File: config.mk
export PLATFORM = sky130hd
export DESIGN_NAME = irrigation_condition_decoder
export DESIGN_NICKNAME = d
export VERILOG_FILES = /design/src/rtl/irrigation_pkg.sv /design/src/rtl/irrigation_condition_decoder_code_debouncer.sv /design/src/rtl/irrigation_condition_decoder.sv
export SDC_FILE = /design/constraint.sdc
export NUM_CORES = 1
export LEC_CHECK = 0
export ABC_AREA = 1
export BUFFER_PORTS_ARGS = -buffer_cell sky130_fd_sc_hd__buf_2
export CAP_MARGIN = 20
export CORE_MARGIN = 5
export CORE_UTILIZATION = 41
export DETAILED_ROUTE_END_ITERATION = 8
export SYNTH_ARGS = -nofsm -noshare
export SYNTH_HDL_FRONTEND = slang
export SYNTH_SLANG_ARGS = --single-unit
File: constraint.sdc
create_clock -name clk_i -period 3.1 [get_ports clk_i]
set_clock_uncertainty 0.1 [all_clocks]
set_input_delay 0.155 -clock clk_i [delete_from_list [all_inputs] [get_ports clk_i]]
set_output_delay 0.155 -clock clk_i [all_outputs]
set_load 0.01 [all_outputs]
File: src/rtl/irrigation_pkg.sv
// Shared definitions for the irrigation condition decoder.
//   - Condition code values carried on {bit1, bit0}.
//   - FSM state encoding used by the top-level valve sequencer.
package irrigation_pkg;

  localparam logic [1:0] CODE_OFF       = 2'b00;
  localparam logic [1:0] CODE_SPRINKLER = 2'b01;
  localparam logic [1:0] CODE_DRIP      = 2'b10;
  localparam logic [1:0] CODE_RESERVED  = 2'b11;

  typedef enum logic [1:0] {
    ST_OFF       = 2'b00,
    ST_SPRINKLER = 2'b01,
    ST_DRIP      = 2'b10,
    ST_DEAD      = 2'b11
  } state_t;

  function automatic int max3(input int a, input int b, input int c);
    int m;
    m = (a > b) ? a : b;
    return (m > c) ? m : c;
  endfunction

endpackage

File: src/rtl/irrigation_condition_decoder_code_debouncer.sv
// code_debouncer: accepts a 2-bit raw code once it has been sampled identically
// on STABLE_CYCLES consecutive rising edges.
// Ports:
//   clk_i            in  1  system clock
//   reset_i          in  1  synchronous active-high reset (candidate, count, accepted -> 0)
//   raw_code_i       in  2  unfiltered code
//   accepted_code_o  out 2  filtered (accepted) code, registered
module code_debouncer
  import irrigation_pkg::*;
#(
  parameter int STABLE_CYCLES = 4
) (
  input  logic       clk_i,
  input  logic       reset_i,
  input  logic [1:0] raw_code_i,
  output logic [1:0] accepted_code_o
);

  localparam int CNT_W = $clog2(STABLE_CYCLES) + 1;
  localparam logic [CNT_W-1:0] STABLE_N = CNT_W'(STABLE_CYCLES);

  logic [1:0]       cand_q;
  logic [CNT_W-1:0] cnt_q;
  logic [CNT_W-1:0] cnt_d;
  logic [1:0]       accepted_q;

  // A differing sample starts a new run of length one; a repeat extends the
  // run, saturating once the threshold is reached so the count never wraps.
  always_comb begin
    cnt_d = cnt_q;
    if (raw_code_i != cand_q) begin
      cnt_d = CNT_W'(1);
    end else if (cnt_q < STABLE_N) begin
      cnt_d = cnt_q + CNT_W'(1);
    end
  end

  always_ff @(posedge clk_i) begin
    if (reset_i) begin
      cand_q     <= CODE_OFF;
      cnt_q      <= '0;
      accepted_q <= CODE_OFF;
    end else begin
      cand_q <= raw_code_i;
      cnt_q  <= cnt_d;
      if (cnt_d >= STABLE_N) begin
        accepted_q <= raw_code_i;
      end
    end
  end

  assign accepted_code_o = accepted_q;

endmodule

File: src/rtl/irrigation_condition_decoder.sv
// irrigation_condition_decoder: filters the 2-bit condition code and sequences
// the sprinkler / drip valves with break-before-make, minimum on-time and dead-time.
// Ports:
//   clk_i              in  1  system clock
//   reset_i            in  1  synchronous active-high reset
//   bit0_i, bit1_i     in  1  condition code {bit1, bit0}
//   sprinkler_valve_o  out 1  sprinkler drive (registered)
//   drip_valve_o       out 1  drip drive (registered)
//   active_code_o      out 2  accepted code
//   busy_o             out 1  requested change held off by min-on or dead-time
//   fault_o            out 1  accepted code is reserved (11)
module irrigation_condition_decoder
  import irrigation_pkg::*;
#(
  parameter int STABLE_CYCLES   = 4,
  parameter int DEADTIME_CYCLES = 8,
  parameter int MIN_ON_CYCLES   = 16
) (
  input  logic       clk_i,
  input  logic       reset_i,
  input  logic       bit0_i,
  input  logic       bit1_i,
  output logic       sprinkler_valve_o,
  output logic       drip_valve_o,
  output logic [1:0] active_code_o,
  output logic       busy_o,
  output logic       fault_o
);

  localparam int MAX_P = max3(STABLE_CYCLES, DEADTIME_CYCLES, MIN_ON_CYCLES);
  localparam int CNT_W = $clog2(MAX_P) + 1;
  localparam logic [CNT_W-1:0] MIN_ON_N    = CNT_W'(MIN_ON_CYCLES);
  localparam logic [CNT_W-1:0] MIN_ON_LAST = CNT_W'(MIN_ON_CYCLES - 1);
  localparam logic [CNT_W-1:0] DEAD_LOAD   = CNT_W'(DEADTIME_CYCLES - 1);

  logic [1:0]       accepted;
  state_t           state_q, state_d;
  logic [CNT_W-1:0] on_cnt_q, on_cnt_d;
  logic [CNT_W-1:0] dead_cnt_q, dead_cnt_d;
  logic [1:0]       own_code;
  logic             valve_state;
  logic             sprinkler_q, drip_q;

  code_debouncer #(
    .STABLE_CYCLES(STABLE_CYCLES)
  ) u_debouncer (
    .clk_i          (clk_i),
    .reset_i        (reset_i),
    .raw_code_i     ({bit1_i, bit0_i}),
    .accepted_code_o(accepted)
  );

  assign valve_state = (state_q == ST_SPRINKLER) || (state_q == ST_DRIP);
  assign own_code    = (state_q == ST_SPRINKLER) ? CODE_SPRINKLER : CODE_DRIP;

  always_comb begin
    state_d    = state_q;
    on_cnt_d   = on_cnt_q;
    dead_cnt_d = dead_cnt_q;
    case (state_q)
      ST_OFF: begin
        on_cnt_d = '0;
        if (accepted == CODE_SPRINKLER) begin
          state_d = ST_SPRINKLER;
        end else if (accepted == CODE_DRIP) begin
          state_d = ST_DRIP;
        end
      end
      ST_SPRINKLER, ST_DRIP: begin
        // on_cnt equals cycles already spent in the state, so reaching
        // MIN_ON-1 here means this is the last required on-cycle.
        if ((accepted != own_code) && (on_cnt_q >= MIN_ON_LAST)) begin
          state_d    = ST_DEAD;
          dead_cnt_d = DEAD_LOAD;
          on_cnt_d   = '0;
        end else if (on_cnt_q < MIN_ON_N) begin
          on_cnt_d = on_cnt_q + CNT_W'(1);
        end
      end
      ST_DEAD: begin
        // Only the code present at exit decides the next state.
        if (dead_cnt_q == '0) begin
          on_cnt_d = '0;
          if (accepted == CODE_SPRINKLER) begin
            state_d = ST_SPRINKLER;
          end else if (accepted == CODE_DRIP) begin
            state_d = ST_DRIP;
          end else begin
            state_d = ST_OFF;
          end
        end else begin
          dead_cnt_d = dead_cnt_q - CNT_W'(1);
        end
      end
      default: begin
        state_d = ST_OFF;
      end
    endcase
  end

  // Valve drives come straight from flops so the drivers never see decode glitches.
  always_ff @(posedge clk_i) begin
    if (reset_i) begin
      state_q     <= ST_OFF;
      on_cnt_q    <= '0;
      dead_cnt_q  <= '0;
      sprinkler_q <= 1'b0;
      drip_q      <= 1'b0;
    end else begin
      state_q     <= state_d;
      on_cnt_q    <= on_cnt_d;
      dead_cnt_q  <= dead_cnt_d;
      sprinkler_q <= (state_d == ST_SPRINKLER);
      drip_q      <= (state_d == ST_DRIP);
    end
  end

  assign sprinkler_valve_o = sprinkler_q;
  assign drip_valve_o      = drip_q;
  assign active_code_o     = accepted;
  assign fault_o           = (accepted == CODE_RESERVED);
  assign busy_o            = (state_q == ST_DEAD) ||
                             (valve_state && (accepted != own_code) && (on_cnt_q < MIN_ON_LAST));

endmodule

==> results_tabular.tex <==
\begin{tabular}{lr}
\hline
Metric & Value \\
\hline
\multicolumn{2}{l}{\textbf{STA}} \\
Fin crit share & between 50 and 60\% \\
Setup violation total in the final timing report & 0 \\
Post-layout minimum cycle time & roughly 1.8 ns \\
Final Max Tran Viols & 0 \\
Final hold vios & 0 \\
Worst Slack Setup Final & $\sim$1.3 ns \\
Headroom to the max-slew limit & 81.7\% \\
Setup repair after global routing missed its margin & false \\
Slew of the pin with the lowest slew margin & between 0.2 and 0.3 ns \\
Total Negative Setup Slacks & 0 ns \\
Maximum clock rate & 549 MHz \\
\multicolumn{2}{l}{\textbf{Setup path}} \\
Required time worst endpoint & between 2 and 3 ns \\
Critical path class & flip-flop to output pin \\
Library cell contributing the largest single delay on the critical path & ha\_1 \\
Reg-to-reg critical path startpoint & on\_cnt\_q[0]\$\_SDFFE\_PP0P\_ \\
Crit. End Element & output pin \\
Critical path launch point & state\_q[0]\$\_SDFF\_PP0\_ \\
CP endpoint & busy\_o \\
Max stage delay on crit path & $\sim$0.44 ns \\
Largest fanout on the critical path & 8 \\
Data arrival time at the worst-slack endpoint & about 1.6 ns \\
R2R depth & 11 \\
Crit-path cells & inv\_1 > ha\_1 > nand4\_1 > nand2\_1 > buf\_2 \\
Worst flop-to-flop path endpoint & dead\_cnt\_q[1]\$\_SDFFE\_PP0P\_ \\
Startpoint kind of the worst setup timing path & flip-flop \\
Setup slack of the most critical reg-to-reg path & 1.31 ns \\
\multicolumn{2}{l}{\textbf{Place}} \\
Placed wire-length estimate after detailed placement & between 1500 and 2000 um \\
Post-placement cell count & 199 \\
GP Congestion & roughly 0.75 \\
Post-placement setup slack & $\sim$1.3 ns \\
Count of input and output buffers & 9 \\
\multicolumn{2}{l}{\textbf{Finish}} \\
Antenna diode count & 0 \\
Top library cells by usage in the layout, fill and taps aside & nand2\_1, inv\_1, dfxtp\_1 \\
Number of nets in the layout & 187 \\
Most common cell after layout, fill and taps aside & nand2\_1 \\
Relative area change from synthesis to final layout & 10.3\% \\
Footprint of the flip-flops and latches & between 400 and 500 sq um \\
Final non-filler cell total & around 200 \\
Filler Cells Inserted & 290 \\
Layout cell share with drive strength beyond 1 & $\sim$16\% \\
Combined area of the multi-input logic cells & approximately 620 sq um \\
\multicolumn{2}{l}{\textbf{Floorplanning}} \\
Die area & around 4000 sq um \\
Number of placement rows & 19 \\
Core area & 2730 sq um \\
Vert. Die Dim & $\sim$63 um \\
Die outline width & about 63 um \\
Initial cell density of the core & between 40\% and 50\% \\
I/O pin count & 10 \\
\multicolumn{2}{l}{\textbf{Pwr}} \\
Overall Power & roughly 0.46 mW \\
Leak pwr & between 0.6 and 0.7 nW \\
Power density normalized to cell area & 358 nW/um\^{}2 \\
Maximum vdd ir drop & 0.313 mV \\
\multicolumn{2}{l}{\textbf{Route}} \\
DRT antenna net count & 0 \\
Average wire length per cell after detail routing & just over 10 um \\
Detailed route wirelength on metal3 & 77 um \\
Aggregate routed wire length & 2130 um \\
DRC errors left & 0 \\
Met1 WL & $\sim$1000 um \\
Met2 routed wirelength & 1020 um \\
Iteration count of the initial detailed-routing pass & 5 \\
Routed via count divided by cell count & between 4 and 5 \\
Highest routed layer & met4 \\
Number of design-rule violations left by the first detailed-router iteration & 28 \\
Vias after detailed routing & around 1000 \\
\multicolumn{2}{l}{\textbf{Job}} \\
Maxcap violations & 0 \\
\multicolumn{2}{l}{\textbf{CTS}} \\
Total CTS buffers & 3 \\
Cell at the root of the clock tree & clkbuf\_4 \\
Clk sinks & 21 \\
Number of instances resized during post-cts repair & 0 \\
CTS clk-pin slew, worst paths & approximately 0.12 ns \\
Clock latency reported for the late side of the worst-skew pair & 0.31 ns \\
Post-CTS setup buffer count & 0 \\
Max Buffers Root-to-Sink & 2 \\
Level count of the clock H-tree & 1 \\
CTS tree & done \\
Quantity of hold-fixing buffers added after cts & 2 \\
\multicolumn{2}{l}{\textbf{Synth}} \\
Cell type contributing the most total cell area after synthesis & dfxtp\_1 \\
Post-synthesis net count & $\sim$170 \\
Count of cell types in the netlist & 23 \\
Top cells by area, synth & dfxtp\_1, nand2\_1, ha\_1, inv\_1, nor2\_1 \\
Post-synthesis average cell area & roughly 7.2 sq um \\
Syn Inst Count & 161 \\
Portion of synthesized cell area occupied by the leading cell type & 36.3\% \\
\#FFs+latches synth & 21 \\
Yosys warnings & 0 \\
Sequential area share after synthesis & 36.3\% \\
Mapped cell area & 1160 sq um \\
\multicolumn{2}{l}{\textbf{Global route}} \\
Pin count of the biggest net entering global routing & 14 \\
Number of global-route vias before repair & between 900 and 1000 \\
Global-route wire length before repair & around 4000 um \\
GRT Residual Overflow & 0 \\
Initial antenna violation count & 0 \\
Total Routing Usage GR & between 10\% and 20\% \\
\multicolumn{2}{l}{\textbf{Hold path}} \\
HP Start & reset\_i \\
HP Class & primary input to flip-flop \\
\multicolumn{2}{l}{\textbf{Outcome}} \\
Run status & finished, final reports clean \\
\hline
\end{tabular}
==> flip-flops by register name, indices dropped and copies added, names as in the netlist <==
| register | cells |
|---|---|
| dead_cnt_q | 5 |
| drip_valve_o | 1 |
| sprinkler_valve_o | 1 |
| u_debouncer.accepted_code_o | 2 |
| state_q | 2 |
| u_debouncer.cnt_q | 3 |
| u_debouncer.cand_q | 2 |
| on_cnt_q | 5 |
==> critical path, delay by kind of cell, from the launching register on <==
kind / cells / cell delay (ns)
buf+inv: 2 / 0.22
fa+ha+maj: 1 / 0.44
flops: 1 / 0.40
simple gates: 2 / 0.20
==> Yosys cell counts (all sizes together) <==
| master | number |
|---|---|
| xnor2 | 3 |
| inv | 27 |
| clkbuf | 1 |
| nand2 | 46 |
| a21oi | 9 |
| nand4 | 3 |
| or2 | 1 |
| o21ai | 9 |
| ha | 8 |
| o211ai | 2 |
| a22oi | 1 |
| xor2 | 2 |
| nand3 | 9 |
| nor3 | 1 |
| mux2i | 1 |
| dfxtp | 21 |
| nor2 | 16 |
| buf | 1 |
==> stage by stage <==
stage               hold WS [ns]  utilization, %  instance area (sq um)
floorplan                  0.180               -                   1160
global placement           0.296            44.9                   1230
detailed placement         0.310            44.9                   1230
CTS                       0.0503            46.7                   1280
global route              0.0640            46.7                   1280
finish                    0.0665            46.7                   1280
==> worst min path at each step <==
stage	cells after the start	slack (ns)	endpoint
finish	2	0.07	u_debouncer.cnt_q[2]$_SDFF_PP0_
global route	2	0.06	u_debouncer.cand_q[1]$_SDFF_PP0_
CTS	2	0.05	u_debouncer.cand_q[0]$_SDFF_PP0_
detailed placement	3	0.31	u_debouncer.cand_q[0]$_SDFF_PP0_
global placement	3	0.30	u_debouncer.cand_q[0]$_SDFF_PP0_
floorplan	2	0.18	u_debouncer.cand_q[0]$_SDFF_PP0_
==> routing by layer <==
layer	track usage [%]	up-vias
li1	-	533
met2	20.9	18
met3	4.26	2
met5	0	-
met1	13.9	448
met4	2.39	0
==> where the power goes <==
group	total [mW]	internal, mW	switching, mW
combinational	0.0422	0.0170	0.0251
clock	0.136	0.0492	0.0867
sequential	0.279	0.276	0.00388
total	0.458	0.342	0.116
==> final cells by class <==
class / instances / area share, %
multi-input cells: 111 / 48.7
flip-flops and latches: 21 / 32.9
inverters: 27 / 7.93
repair buffers: 11 / 5.09
well taps: 31 / 3.04
clock buffers: 3 / 1.76
clock inverters: 1 / 0.588
==> logic make-up (layout without fill, tap and decap cells) <==
| group | count (synthesis) | after routing | synth area share [%] |
|---|---|---|---|
| XOR/XNOR | 5 | 5 | 3.78 |
| buffers and inverters | 29 | 42 | 10.0 |
| adder cells (fa/ha/maj) | 8 | 8 | 8.64 |
| AND/OR/NAND/NOR | 76 | 76 | 30.7 |
| flip-flops | 21 | 21 | 36.3 |
| AO/OA/AOI/OAI | 21 | 21 | 9.72 |
| multiplexers | 1 | 1 | 0.864 |
(Power assumes the default switching activity.)
